$ cat src/rtl/branch_unit.sv
// Branch resolve + optional 2-bit BHT predictor (table built only with `define BRANCH_PREDICT_EN).
// Latency: resolve/prediction combinational; table and counters update on the clock edge.
// Backpressure: none; one execute-stage instruction accepted every cycle.
module branch_unit #(
  parameter int          DATA_WIDTH   = 32,
  parameter int          BHT_ENTRIES  = 64,
  parameter logic [1:0]  COUNTER_INIT = 2'b01
) (
  input  logic                  clk,
  input  logic                  rst,
  input  logic [31:0]           fetch_pc_i,
  output logic                  predict_taken_o,
  input  logic                  ex_valid_i,
  input  logic [31:0]           ex_pc_i,
  input  logic [6:0]            opcode_i,
  input  logic [2:0]            funct3_i,
  input  logic [DATA_WIDTH-1:0] rs1_data_i,
  input  logic [DATA_WIDTH-1:0] rs2_data_i,
  input  logic                  ex_pred_taken_i,
  output logic                  pc_src_o,
  output logic                  mispredict_o,
  output logic [31:0]           branch_count_o,
  output logic [31:0]           mispredict_count_o
);

  localparam logic [6:0] OP_BRANCH = 7'b1100011;
  localparam logic [6:0] OP_JAL    = 7'b1101111;
  localparam logic [6:0] OP_JALR   = 7'b1100111;

  logic taken;
  logic legal_f3;
  logic is_jump;
  logic br_valid;

  always_comb begin
    taken    = 1'b0;
    legal_f3 = 1'b1;
    case (funct3_i)
      3'b000:  taken = (rs1_data_i == rs2_data_i);
      3'b001:  taken = (rs1_data_i != rs2_data_i);
      3'b100:  taken = ($signed(rs1_data_i) <  $signed(rs2_data_i));
      3'b101:  taken = ($signed(rs1_data_i) >= $signed(rs2_data_i));
      3'b110:  taken = (rs1_data_i <  rs2_data_i);
      3'b111:  taken = (rs1_data_i >= rs2_data_i);
      default: legal_f3 = 1'b0;
    endcase
  end

  assign is_jump      = (opcode_i == OP_JAL) || (opcode_i == OP_JALR);
  assign br_valid     = ex_valid_i && (opcode_i == OP_BRANCH) && legal_f3;
  assign pc_src_o     = (ex_valid_i && is_jump) || (br_valid && taken);
  assign mispredict_o = br_valid && (taken != ex_pred_taken_i);

  always_ff @(posedge clk) begin
    if (rst) begin
      branch_count_o     <= '0;
      mispredict_count_o <= '0;
    end else begin
      if (br_valid)     branch_count_o     <= branch_count_o + 32'd1;
      if (mispredict_o) mispredict_count_o <= mispredict_count_o + 32'd1;
    end
  end

`ifdef BRANCH_PREDICT_EN
  localparam int IDX_W = $clog2(BHT_ENTRIES);

  logic [1:0]       bht [BHT_ENTRIES];
  logic [IDX_W-1:0] fetch_idx;
  logic [IDX_W-1:0] ex_idx;
  logic             unused_pc_bits;

  assign fetch_idx       = fetch_pc_i[IDX_W+1:2];
  assign ex_idx          = ex_pc_i[IDX_W+1:2];
  assign unused_pc_bits  = ^{fetch_pc_i[31:IDX_W+2], fetch_pc_i[1:0],
                             ex_pc_i[31:IDX_W+2], ex_pc_i[1:0]};
  // Lookup reads the registered table, so a same-index update shows next cycle.
  assign predict_taken_o = bht[fetch_idx][1];

  always_ff @(posedge clk) begin
    if (rst) begin
      for (int i = 0; i < BHT_ENTRIES; i++) bht[i] <= COUNTER_INIT;
    end else if (br_valid) begin
      if (taken && bht[ex_idx] != 2'b11)
        bht[ex_idx] <= bht[ex_idx] + 2'b01;
      else if (!taken && bht[ex_idx] != 2'b00)
        bht[ex_idx] <= bht[ex_idx] - 2'b01;
    end
  end
`else
  logic unused_pc_bits;

  assign unused_pc_bits  = ^{fetch_pc_i, ex_pc_i};
  assign predict_taken_o = 1'b0;
`endif

endmodule

$ cat config.mk
export PLATFORM = sky130hd
export DESIGN_NAME = branch_unit
export DESIGN_NICKNAME = d
export VERILOG_FILES = /design/src/rtl/branch_unit.sv
export SDC_FILE = /design/constraint.sdc
export NUM_CORES = 1
export LEC_CHECK = 0
export CORE_AREA = 2 2 112 114
export DETAILED_ROUTE_END_ITERATION = 12
export DIE_AREA = 0 0 114 116
export PLACE_DENSITY = 0.76
export SYNTH_ARGS = -nofsm -noshare
export SYNTH_HDL_FRONTEND = slang
export SYNTH_SLANG_ARGS = --single-unit
$ cat constraint.sdc
create_clock -name clk -period 6.75 [get_ports clk]
set_input_delay 1.0125 -clock clk [delete_from_list [all_inputs] [get_ports clk]]
set_output_delay 1.0125 -clock clk [all_outputs]
set_load 0.03 [all_outputs]
======== Word level (Yosys, flattened, before mapping) ========
Cells that the tools add are included.
Widths: inputs -> output; s select.
storage, ports and cells
  input bits .............................. 142
  output and inout bits ................... 67
  register bits ........................... 64
  word-level logic and storage cells ...... 30
cells by class
  order comparisons ....................... 4
  multiplexer cells ....................... 2
  eq/ne operators ......................... 11
  add/sub/neg operators ................... 2
  reduce and logical (&&, ||, !) cells .... 9
operators by type and width
  kind                   count
  $add 32x1->32 const B  2
  $ge 32x32->1           2
  $lt 32x32->1           2
  $eq 32x32->1           1
  $ne 32x32->1           1
  $eq 7x7->1 const B     3
  $eq 3x3->1 const B     4
  $pmux 1 s6             1
  $reduce_or 6->1        1
  $logic_and 1x1->1      5
  $eq 3x1->1 const B     1
  $logic_not 3->1        1
  $logic_or 1x1->1       2
  $mux 1                 1
  $ne 1x1->1             1

======== Longest topological paths before layout ========
  word-level depth ........................ 6
  gate-level depth with buffers ........... 12
  mapped depth without buffers ............ 11

======== Worst setup path before layout ========
Ideal clock, no wire load.
  kind .................................... input-to-output
  from .................................... input port rs2_data_i[19]
  to ...................................... output port pc_src_o
  buffers on the path ..................... 1
  data arrival time ....................... 3,731 ps
  data required time ...................... 5,738 ps
  cell stages on the path ................. 12
  setup slack ............................. 2,006 ps
  cells stage by stage .................... inv_1 -> ha_1 -> a21oi_1 -> o21ai_0 -> a221o_1 -> a2111oi_4 -> a22o_1 -> nand3_1 -> nor2_2 -> buf_4 -> a21oi_1 -> nor3_1
between the ends
  cells in the longest elaborated chain, start to end .. 4
  elaborated cells on any way between the ends .. 9
  those cells by class .................... order compare (4); eq/ne (2); mux (1); reduce/logical (2)
ends and longest elaborated chain
  element                                     RTL line  RTL
  start, declared                             18        input logic [DATA_WIDTH-1:0] rs2_data_i,
  $ge 32x32->1, or another cell as far along  44        3'b111: taken = (rs1_data_i >= rs2_data_i);
  $pmux 1 s6 (*)                              38        case (funct3_i)
  $logic_and 1x1->1 (*)                       51        assign pc_src_o = (ex_valid_i && is_jump) || (br_valid && taken);
  $logic_or 1x1->1 (*)                        51
  end, declared                               20        output logic pc_src_o,
Mark *: on every way between the ends. The rest lies on a longest branch, timed or not.

======== Worst setup path in the final report ========
  from .................................... input port rs2_data_i[13]
  to ...................................... output port mispredict_o
between the ends
  cells in the longest elaborated chain, start to end .. 4
  elaborated cells on any way between the ends .. 9
  those cells by class .................... order compare (4); eq/ne (3); mux (1); reduce/logical (1)
ends and longest elaborated chain
  element                                     RTL line  RTL
  $ge 32x32->1, or another cell as far along  44
  $pmux 1 s6 (*)                              38
  $ne 1x1->1 (*)                              52        assign mispredict_o = br_valid && (taken != ex_pred_taken_i);
  $logic_and 1x1->1 (*)                       52
  end, declared                               21        output logic mispredict_o,
Marks and branches as above.

==> metrics.yaml <==
worst_setup_path:
  crit_fanout: 5
  reg2reg_from: "mispredict_count_o[2]"
  cp.required_ns: 5.74
  worstSetupEndpointType: "output port"
  cp.arrival_ns: 4.80
  cp-startpoint: "rs2_data_i[13]"
  crit_path_start_kind: "primary input"
  crit_type: "in -> out"
clock_tree:
  cts_setup_buffers: 0
  cts_tree: "built"
  cts_made_buffers: 9
  clkSinkCount: 64
  clkLatencyLatePin_ns: 0.33
  hold_buffers: 0
  cts.clk_slew.worst_paths_ns: 0.05
  h-tree-depth: 3
  cts_resized: 0
  cts_buffer_depth: 2
  clockRootBuffer: "clkbuf_16"
timing:
  setup_tns_ns: 0
  slew_violations: 0
  worst_pin_slew_ns: 0.937
  fin_skew_ns: 0.00670
  finalSetupViolations: 0
  worst_slack_ns: 0.940
  fmax_mhz: 172
  finalCriticalPeriod_ns: 5.81
  slew_headroom: 0.376
  rsz0062_at_grt: "no"
  final_hold_viol_count: 0
  hold_ws_ns: 0.490
  finalCritPeriodShare: 0.861
detailed_routing:
  wl_um: 13000
  drc: 0
  drtPass1Iterations: 4
  via_per_inst: 5.29
  drt_first_iter_violations: 265
  wl_per_cell_um: 14.7
  ant_nets: 0
  vias: 4654
hold_path:
  hp-class: "reg -> reg"
  min-delay-start: "branch_count_o[1]"
finish:
  syn_to_final_growth_pct: 39.2
  drive_above_1_share: 0.0861
  nNetsFinal: 903
  n_antenna_cell: 0
floorplanning:
  rows: 40
  die_area_um2: 13200
  core_um2: 11900
  io_pins: 209
  die_h_um: 116
  die_x_um: 114
  start_util: 0.393
global_routing:
  antenna_found_initial: 0
  grt_pass1_vias: 4508
  grt_max_degree: 97
  track_usage: 0.191
  grt-ovfl-total: 0
  grt_first_pass_wirelength_um: 20700
logic_synthesis:
  netlist_area_um2: 4680
  synth_warnings: 0
  syn_avg_cell_area_um2: 7.88
  yosysTopAreaCell: "dfxtp_1"
  synth_edf_count: 0
  synth-seq-cells: 64
  ys_seq_area_frac: 0.274
  synthArstFlopShare: 0
  synth_top_area_share: 0.274
  ys_types: 55
  ys.flop_type: "dfxtp_1"
  synthCells: 593
  synth_nets: 769
  synthTopCellsByArea: "dfxtp_1 27%, ha_1 9.1%, nor2_1 6.9%"
placement:
  post-place-ws_ns: 0.885
  dp_hpwl_um: 9790
  numPortBuffers: 143
  globalplace.congestion: 0.834
pwr:
  powerDensity_nw_per_um2: 152
  p_leak_nw: 2.52
  ir_drop_mv: 0.184
run_status:
  outcome: "finished clean"
job:
  drv_cap: 0
==> state kept, by name, indices dropped and copies added (netlist names) <==
register,cells
branch_count_o,32
mispredict_count_o,32
==> layer usage <==
layer	up-vias	GRT usage	routed length, µm
met2	148	0.345	6380
met4	0	0.0626	235
met5	-	0	0
met3	20	0.0450	835
met1	2158	0.224	5500
li1	2328	-	-
==> stage by stage <==
stage                     utilization  cell area [µm²]  total power, mW  cells
after CTS                       0.546             6510            0.999    879
after detailed placement        0.521             6200            0.528    863
after global placement          0.521             6200            0.523    863
after floorplan                     -             4680            0.464    593
final                           0.546             6510            0.989    879
after global routing            0.546             6510             1.03    879
==> report_power, final <==
| group | internal, mW | total (mW) | switching [mW] |
|---|---|---|---|
| Clock | 0.296 | 0.469 | 0.173 |
| Combinational | 0.0759 | 0.142 | 0.0660 |
| Sequential | 0.378 | 0.378 | 0.0000354 |
| Total | 0.750 | 0.989 | 0.239 |
==> critical path, cell delays in order <==
cell	delay (ns)
clkdlybuf4s50_1	0.46
inv_1	0.05
ha_1	0.29
nand4_1	0.18
nor3_1	0.30
a21boi_0	0.26
o41ai_1	0.19
and2_1	0.21
o311ai_1	0.59
o21ai_0	0.15
a21oi_1	0.35
clkdlybuf4s50_1	0.74
==> kinds of logic after synthesis <==
family                   count (synthesis)  share of synthesized area
adder cells (fa/ha/maj)                 34                     0.0910
buffers and inverters                   70                     0.0613
XOR/XNOR                                24                     0.0450
AO/OA/AOI/OAI                           47                     0.0650
multiplexers                            60                      0.137
other                                    1                   0.000802
flip-flops                              64                      0.274
AND/OR/NAND/NOR                        293                      0.326
==> synth_stat cells, types with 2 or more instances <==
library cell and number:
nor4_1 16, nor2b_1 31, nor3_1 14, ha_1 34
nand3_1 30, xnor2_1 10, buf_4 4, mux2_1 5
or4_4 2, dfxtp_1 64, o21ai_0 10, inv_1 46
mux2i_1 27, a21oi_1 21, and2_1 7, clkbuf_1 17
and4_1 4, a211oi_1 2, or3_1 4, a21o_1 5
and3_1 8, xor2_1 14, or3_2 4, nor2_1 86
mux2_2 28, nand4_1 24, nand2_1 46, nand2b_1 2
nor2_2 2
==> cells in the final DEF (no fill, tap or decap), types with 7 or more instances in the layout <==
cell             instances
a21oi_1                 21
and2_1                   7
and3_1                   8
clkbuf_16                9
clkdlybuf4s50_1        142
dfxtp_1                 64
ha_1                    34
inv_1                   46
mux2_2                  28
mux2i_1                 27
nand2_1                 46
nand3_1                 30
nand4_1                 24
nor2_1                  86
nor2b_1                 31
nor3_1                  14
nor4_1                  16
o21ai_0                 10
xnor2_1                 10
xor2_1                  14
==> final timing paths <==
path                                          endpoint  slack [ns]  cells after the start
worst max-delay path                      mispredict_o        0.94                     12
worst min-delay path                 branch_count_o[1]        0.49                      2
worst max register to register  mispredict_count_o[23]        3.41                      9
worst min register to register       branch_count_o[1]        0.49                      2
==> cell type report <==
cell class	count	area [µm²]
fill	1089	5400
multi-input combinational	459	3110
timing repair buffer	146	1450
sequential	64	1280
clock buffer	10	239
tap	147	184
inverter	47	176
clock inverter	6	66.3
Power figures use the tool's default switching activity.
